File: src/rtl/blood_bank_alloc.sv
// blood_bank_alloc
// Donor-unit inventory with a sequential allocator. Units are loaded into the
// lowest free slot. A patient request scans the inventory twice. The first
// pass looks for an exact ABO/Rh match and the second pass accepts any
// compatible unit. The lowest-index qualifying slot is allocated and released.
//
// Ports
//   clk, rst                 clock, synchronous active-high reset
//   ld_valid/ld_ready        donor unit load handshake
//   ld_a, ld_b, ld_rh        donor antigens ({a,b}: O=00 B=01 A=10 AB=11), Rh
//   req_valid/req_ready      patient request handshake
//   req_a, req_b, req_rh     patient type and Rh, same encoding
//   rsp_valid/rsp_ready      result handshake
//   rsp_found, rsp_idx       allocation result (idx 0 when not found)
//   units, full              occupied slot count, inventory full flag
module blood_bank_alloc #(
  parameter int DEPTH = 8,
  parameter int IDX_W = $clog2(DEPTH)
) (
  input  logic             clk,
  input  logic             rst,
  input  logic             ld_valid,
  output logic             ld_ready,
  input  logic             ld_a,
  input  logic             ld_b,
  input  logic             ld_rh,
  input  logic             req_valid,
  output logic             req_ready,
  input  logic             req_a,
  input  logic             req_b,
  input  logic             req_rh,
  output logic             rsp_valid,
  input  logic             rsp_ready,
  output logic             rsp_found,
  output logic [IDX_W-1:0] rsp_idx,
  output logic [IDX_W:0]   units,
  output logic             full
);

  typedef enum logic [1:0] {IDLE, SCAN_EX, SCAN_ANY, RESP} state_t;

  state_t           state, state_n;
  logic [DEPTH-1:0] occ;
  logic [DEPTH-1:0] slot_a, slot_b, slot_rh;
  logic             pat_a, pat_b, pat_rh;
  logic [IDX_W-1:0] ptr;
  logic [IDX_W-1:0] free_idx;
  logic             ld_fire, req_fire;
  logic             scanning, last, cur_compat, cur_exact, hit;

  // A donor antigen the patient lacks, or Rh+ into an Rh- patient, is unsafe.
  function automatic logic compat(input logic da, input logic db, input logic drh,
                                  input logic pa, input logic pb, input logic prh);
    return !(da & !pa) & !(db & !pb) & (!drh | prh);
  endfunction

  function automatic logic exact_match(input logic da, input logic db, input logic drh,
                                       input logic pa, input logic pb, input logic prh);
    return compat(da, db, drh, pa, pb, prh) & (da == pa) & (db == pb) & (drh == prh);
  endfunction

  assign full      = (units == (IDX_W+1)'(DEPTH));
  assign ld_ready  = (state == IDLE) & !full;
  assign req_ready = (state == IDLE);
  assign rsp_valid = (state == RESP);
  assign ld_fire   = ld_valid & ld_ready;
  assign req_fire  = req_valid & req_ready;
  assign scanning  = (state == SCAN_EX) | (state == SCAN_ANY);
  assign last      = (ptr == IDX_W'(DEPTH-1));

  assign cur_compat = compat(slot_a[ptr], slot_b[ptr], slot_rh[ptr], pat_a, pat_b, pat_rh);
  assign cur_exact  = exact_match(slot_a[ptr], slot_b[ptr], slot_rh[ptr], pat_a, pat_b, pat_rh);
  assign hit        = scanning & occ[ptr] & ((state == SCAN_EX) ? cur_exact : cur_compat);

  // Descending loop so the lowest free index is the one left standing.
  always_comb begin
    free_idx = '0;
    for (int i = DEPTH-1; i >= 0; i--) begin
      if (!occ[i]) free_idx = IDX_W'(i);
    end
  end

  always_ff @(posedge clk) begin
    if (rst) state <= IDLE;
    else     state <= state_n;
  end

  always_comb begin
    state_n = state;
    case (state)
      IDLE:     if (req_fire) state_n = SCAN_EX;
      SCAN_EX:  if (hit) state_n = RESP;
                else if (last) state_n = SCAN_ANY;
      SCAN_ANY: if (hit || last) state_n = RESP;
      RESP:     if (rsp_ready) state_n = IDLE;
      default:  state_n = IDLE;
    endcase
  end

  // Control: occupancy, count, scan pointer and held result.
  always_ff @(posedge clk) begin
    if (rst) begin
      occ       <= '0;
      units     <= '0;
      ptr       <= '0;
      rsp_found <= 1'b0;
      rsp_idx   <= '0;
    end else begin
      if (ld_fire) begin
        occ[free_idx] <= 1'b1;
        units         <= units + (IDX_W+1)'(1);
      end else if (hit) begin
        occ[ptr] <= 1'b0;
        units    <= units - (IDX_W+1)'(1);
      end

      if (req_fire) begin
        ptr <= '0;
      end else if (scanning && !hit) begin
        ptr <= last ? '0 : ptr + IDX_W'(1);
      end

      if (hit) begin
        rsp_found <= 1'b1;
        rsp_idx   <= ptr;
      end else if ((state == SCAN_ANY) && last) begin
        rsp_found <= 1'b0;
        rsp_idx   <= '0;
      end
    end
  end

  // Data: slot contents and latched patient, qualified by occ / state.
  always_ff @(posedge clk) begin
    if (ld_fire) begin
      slot_a[free_idx]  <= ld_a;
      slot_b[free_idx]  <= ld_b;
      slot_rh[free_idx] <= ld_rh;
    end
    if (req_fire) begin
      pat_a  <= req_a;
      pat_b  <= req_b;
      pat_rh <= req_rh;
    end
  end

endmodule

File: config.mk
export PLATFORM = sky130hd
export DESIGN_NAME = blood_bank_alloc
export DESIGN_NICKNAME = d
export VERILOG_FILES = /design/src/rtl/blood_bank_alloc.sv
export SDC_FILE = /design/constraint.sdc
export NUM_CORES = 1
export LEC_CHECK = 0
export ABC_CLOCK_PERIOD_IN_PS = 4000
export CAP_MARGIN = 25
export CORE_MARGIN = 2
export CORE_UTILIZATION = 56
export CTS_CLUSTER_SIZE = 12
export DETAILED_ROUTE_END_ITERATION = 8
export PLACE_DENSITY = 0.87
export SLEW_MARGIN = 5
export SYNTH_ARGS = -nofsm -noshare
export SYNTH_HDL_FRONTEND = slang
export SYNTH_SLANG_ARGS = --single-unit
File: constraint.sdc
create_clock -name clk -period 4 [get_ports clk]
set_clock_uncertainty 0.15 [all_clocks]
set_input_delay 0.6 -clock clk [delete_from_list [all_inputs] [get_ports clk]]
set_output_delay 0.6 -clock clk [all_outputs]
set_load 0.05 [all_outputs]
==> report_table.html <==
<table>
<tr><th>Metric</th><th>Value</th></tr>
<tr><th colspan="2">Die</th></tr>
<tr><td>Overall die area</td><td>around 4800 um2</td></tr>
<tr><td>Core region area</td><td>just over 4000 um2</td></tr>
<tr><td>Number of primary I/O pins</td><td>23</td></tr>
<tr><td>Horizontal die dimension</td><td>69.2 um</td></tr>
<tr><td>Die height</td><td>69.2 um</td></tr>
<tr><td>Initial core utilization</td><td>between 50% and 60%</td></tr>
<tr><td>FP Rows</td><td>23</td></tr>
<tr><th colspan="2">Layout</th></tr>
<tr><td>Core utilization of the finished layout</td><td>about two thirds</td></tr>
<tr><td>Final standard cell area without fillers</td><td>roughly 2700 um2</td></tr>
<tr><td>Antenna cells</td><td>0</td></tr>
<tr><td>Fraction of final layout cells with drive strength greater than 1</td><td>between 10% and 20%</td></tr>
<tr><td>Most frequent cells in the layout</td><td>sky130_fd_sc_hd__edfxtp_1 (27), sky130_fd_sc_hd__clkdlybuf4s50_1 (22), sky130_fd_sc_hd__dfxtp_1 (21), sky130_fd_sc_hd__a21oi_1 (18), sky130_fd_sc_hd__nand2_1 (16)</td></tr>
<tr><td>Most common library cell in the layout ignoring fill and taps</td><td>sky130_fd_sc_hd__edfxtp_1</td></tr>
<tr><td>P&amp;R area growth vs syn</td><td>15.2%</td></tr>
<tr><td>Final net count</td><td>257</td></tr>
<tr><th colspan="2">Job</th></tr>
<tr><td>Max-Cap Viols</td><td>0</td></tr>
<tr><th colspan="2">Route</th></tr>
<tr><td>Drt drc</td><td>0</td></tr>
<tr><td>Routed Wire Length</td><td>about 4900 um</td></tr>
<tr><td>Routed wire length per instance</td><td>roughly 17 um</td></tr>
<tr><td>DRT iter0 DRCs</td><td>129</td></tr>
<tr><td>Final antenna-violating net count</td><td>0</td></tr>
<tr><td>Number of detailed-route iterations in the first pass</td><td>4</td></tr>
<tr><td>DR vias</td><td>approximately 1.8k</td></tr>
<tr><td>Via count normalized by instance count</td><td>6.22</td></tr>
<tr><th colspan="2">Power</th></tr>
<tr><td>LEAKAGE</td><td>0.992 nW</td></tr>
<tr><td>Sequential fraction of design power</td><td>approximately 40%</td></tr>
<tr><td>Net switching fraction of the power</td><td>38.3%</td></tr>
<tr><td>Net Sw Power</td><td>approximately 0.00065 W</td></tr>
<tr><td>Worst IR Drop VDD</td><td>between 0.0005 and 0.0006 V</td></tr>
<tr><td>Part of the power in the clock network</td><td>21.2%</td></tr>
<tr><td>Comb power frac</td><td>39.7%</td></tr>
<tr><td>P_int</td><td>0.00105 W</td></tr>
<tr><td>Total design power</td><td>between 0.0015 and 0.002 W</td></tr>
<tr><td>Cell Pwr Density</td><td>a little over 600 nW/um2</td></tr>
<tr><th colspan="2">Worst setup path</th></tr>
<tr><td>Sort of element at the end of the critical path</td><td>register</td></tr>
<tr><td>Worst path slowest cell</td><td>sky130_fd_sc_hd__or4b_2</td></tr>
<tr><td>R2r setup slk</td><td>slightly below 0.5 ns</td></tr>
<tr><td>Max incr delay on CP</td><td>approximately 0.60 ns</td></tr>
<tr><td>Maximum fanout along the worst path</td><td>11</td></tr>
<tr><td>Terminus of the critical flop-to-flop path</td><td>units[3]$_SDFFE_PP0P_</td></tr>
<tr><td>Critical path buffer and inverter count</td><td>1</td></tr>
<tr><td>Cells traversed along the worst timing path</td><td>buf_4 -&gt; mux2_2 -&gt; a22oi_1 -&gt; o21ai_0 -&gt; ha_1 -&gt; or4b_2 -&gt; a21oi_1 -&gt; nand3_1 -&gt; mux2i_1 -&gt; mux2_1</td></tr>
<tr><td>Crit start category</td><td>register</td></tr>
<tr><td>Endpoint required time on the critical path</td><td>approximately 4.1 ns</td></tr>
<tr><td>Largest delay contributor family on the critical path</td><td>multiplexers</td></tr>
<tr><td>Data arrival at the endpoint of the critical path</td><td>~3.6 ns</td></tr>
<tr><td>Critical path class</td><td>register to register</td></tr>
<tr><td>Cells on worst reg2reg path</td><td>10</td></tr>
<tr><td>R2R Path Start</td><td>ptr[2]$_SDFFE_PP0P_</td></tr>
<tr><th colspan="2">Timing</th></tr>
<tr><td>Setup total negative slack</td><td>0 ns</td></tr>
<tr><td>Number of pins with negative max-slew slack in the final report</td><td>0</td></tr>
<tr><td>Relative slew slack</td><td>45.8%</td></tr>
<tr><td>Slew at the pin closest to its max-slew limit</td><td>0.811 ns</td></tr>
<tr><td>RSZ-0062 raised after global routing</td><td>no</td></tr>
<tr><td>Hold Vio Cnt, Final</td><td>0</td></tr>
<tr><td>Total setup violations reported at the end of the flow</td><td>0</td></tr>
<tr><td>Hold_ws</td><td>about 0.34 ns</td></tr>
<tr><td>Crit share post-route</td><td>just under 90%</td></tr>
<tr><td>Achievable clock frequency</td><td>285 MHz</td></tr>
<tr><td>Minimum clock period</td><td>3.51 ns</td></tr>
<tr><th colspan="2">Logic synthesis</th></tr>
<tr><td>Post-synthesis cell type count</td><td>just under 50</td></tr>
<tr><td>Synthesized Nets</td><td>around 240</td></tr>
<tr><td>Sequential area share after synthesis</td><td>between 50% and 60%</td></tr>
<tr><td>Share of the synthesized area in the top cell type</td><td>about a third</td></tr>
<tr><td>Mean post-synth cell area</td><td>approximately 11 um2</td></tr>
<tr><td>Dominant register cell in the synthesized netlist</td><td>sky130_fd_sc_hd__edfxtp_1</td></tr>
<tr><td>Yosys warning total</td><td>0</td></tr>
<tr><td>Post-synthesis cell type with the largest combined area</td><td>sky130_fd_sc_hd__edfxtp_1</td></tr>
<tr><td>Leading cell types by total area after synthesis</td><td>sky130_fd_sc_hd__edfxtp_1 (34%), sky130_fd_sc_hd__dfxtp_1 (18%), sky130_fd_sc_hd__ha_1 (5.8%)</td></tr>
<tr><td>Instance count of the mapped netlist</td><td>around 210</td></tr>
<tr><td>Flop and latch count out of synthesis</td><td>between 40 and 50</td></tr>
<tr><td>Number of enable flip-flop cells after synthesis</td><td>27</td></tr>
<tr><td>Netlist Area Pre-Place</td><td>about 2400 um2</td></tr>
<tr><td>Async set-or-reset flop fraction in the synthesized netlist</td><td>0%</td></tr>
<tr><th colspan="2">Placed design</th></tr>
<tr><td>Port Buffer Count</td><td>22</td></tr>
<tr><td>Global placement routability congestion</td><td>roughly 0.86</td></tr>
<tr><td>Placed instance area</td><td>about 2600 um2</td></tr>
<tr><td>Post-detail-place hpwl</td><td>between 3000 and 4000 um</td></tr>
<tr><th colspan="2">Worst hold path</th></tr>
<tr><td>Worst hold path class</td><td>register to register</td></tr>
<tr><td>Worst hold path startpoint</td><td>rsp_idx[0]$_SDFFE_PP0P_</td></tr>
<tr><td>Number of cells traversed by the worst hold path</td><td>2</td></tr>
<tr><td>Hold EP</td><td>rsp_idx[0]$_SDFFE_PP0P_</td></tr>
<tr><th colspan="2">CTS</th></tr>
<tr><td>Setup repair bufs after CTS</td><td>0</td></tr>
<tr><td>Clock insertion delay at the later pin of the skew report</td><td>0.30 ns</td></tr>
<tr><td>Clock-pin transition on the worst setup and hold timing paths</td><td>0.09 ns</td></tr>
<tr><td>Number of H-tree levels</td><td>2</td></tr>
<tr><td>Clk root buf</td><td>sky130_fd_sc_hd__clkbuf_8</td></tr>
<tr><td>Maximum clock path buffer count</td><td>2</td></tr>
<tr><td>Inserted Clock Buffers</td><td>5</td></tr>
<tr><td>Count of cells resized by post-cts repair</td><td>0</td></tr>
<tr><td>CTS tree</td><td>yes</td></tr>
<tr><td>CTS hold repair buffers</td><td>0</td></tr>
<tr><td>Clock net sink count</td><td>48</td></tr>
<tr><th colspan="2">Run status</th></tr>
<tr><td>Result of the run</td><td>finished clean</td></tr>
<tr><th colspan="2">Global route</th></tr>
<tr><td>Global route total overflow</td><td>0</td></tr>
<tr><td>Overall Global Routing Usage</td><td>between 20% and 30%</td></tr>
<tr><td>Wire length of the first global-routing pass</td><td>8230 um</td></tr>
<tr><td>Largest net degree at the start of global routing</td><td>23</td></tr>
<tr><td>Antenna violations before repair</td><td>0</td></tr>
<tr><td>Via count of the first global-routing pass</td><td>1697</td></tr>
</table>
cell families (layout without fill, tap and decap cells):
| kind of cell | Yosys count | in the layout | synth area share [%] |
|---|---|---|---|
| AOI/OAI and AO/OA | 47 | 47 | 12.4 |
| xor gates and xnor gates | 2 | 2 | 0.736 |
| adders and majority gates | 12 | 12 | 6.62 |
| buffers and inverters | 26 | 47 | 4.52 |
| DFF | 48 | 48 | 51.7 |
| muxes | 18 | 18 | 10.2 |
| and+or+nand+nor | 61 | 61 | 13.8 |
registers in the layout, summed over array words and instances (netlist names), 2 cells and up:
register and flops:
occ 8, ptr 3, rsp_idx 3, slot_a 8, slot_b 8, slot_rh 8
state 2, units 4
through the flow:
| step | worst slack [ns] | std cells |
|---|---|---|
| final | 0.490 | 285 |
| after global routing | 0.216 | 285 |
| after CTS | 0.485 | 285 |
| after detailed placement | 0.504 | 277 |
| after global placement | 0.603 | 277 |
| after floorplan | 0.623 | 214 |
worst reg2reg max path, delay by kind of cell (launching register included):
| family | cells | cell delay (ns) |
|---|---|---|
| fa+ha+maj | 1 | 0.22 |
| flops | 1 | 0.52 |
| buf+inv | 1 | 0.27 |
| simple gates | 2 | 0.84 |
| mux | 3 | 0.90 |
| compound gates | 3 | 0.53 |
routing by layer:
| metal | vias up | GRT usage (%) | share of wire [%] |
|---|---|---|---|
| li1 | 830 | - | - |
| met1 | 866 | 30.6 | 45 |
| met2 | 69 | 31.8 | 48 |
| met3 | 9 | 4.07 | 5.4 |
| met4 | 0 | 10.5 | 2.0 |
| met5 | - | 0 | 0 |
power groups by stage:
stage | clock (W) | combinational [W] | sequential (W)
5_1_grt | 0.000390 | 0.000731 | 0.000678
3_5_place_dp | 0 | 0.000669 | 0.000674
3_3_place_gp | 0 | 0.000655 | 0.000671
4_1_cts | 0.000367 | 0.000673 | 0.000664
2_1_floorplan | 0 | 0.000483 | 0.000686
6_report | 0.000361 | 0.000676 | 0.000664
synthesized netlist by cell type, drive strengths merged, types with 2 or more instances:
cell and number:
nor3 3, a22oi 3, nor2 11, o21ai 10, xor2 2, dfxtp 21
o31ai 2, mux2i 6, or2 2, clkbuf 7, a311oi 3, nor2b 3
mux4 4, nand3b 4, ha 11, nand2 16, edfxtp 27, a221oi 2
buf 4, or4b 3, a21oi 18, and3 2, inv 15, nand3 4
mux2 8, nand4 3, and2 4, nand2b 2
worst max path at each step:
stage / startpoint / endpoint / slack, ns / depth (start not counted)
after floorplan: ptr[1]$_SDFFE_PP0P_ / ptr[2]$_SDFFE_PP0P_ / 0.62 / 11
after global placement: ptr[1]$_SDFFE_PP0P_ / units[3]$_SDFFE_PP0P_ / 0.60 / 8
after detailed placement: ptr[1]$_SDFFE_PP0P_ / units[3]$_SDFFE_PP0P_ / 0.50 / 8
after CTS: ptr[2]$_SDFFE_PP0P_ / units[3]$_SDFFE_PP0P_ / 0.49 / 10
after global routing: ptr[0]$_SDFFE_PP0P_ / units[3]$_SDFFE_PP0P_ / 0.22 / 10
final: ptr[2]$_SDFFE_PP0P_ / units[3]$_SDFFE_PP0P_ / 0.49 / 10
cell type report:
| type | instances | area [um2] |
|---|---|---|
| clock buffers | 5 | 68.8 |
| clock inverters | 3 | 46.3 |
| fillers | 307 | 1320 |
| inverters | 15 | 56.3 |
| multi-input cells | 140 | 1040 |
| flip-flops and latches | 48 | 1230 |
| well taps | 50 | 62.6 |
| repair buffers | 24 | 235 |
Power figures use the tool's default switching activity.
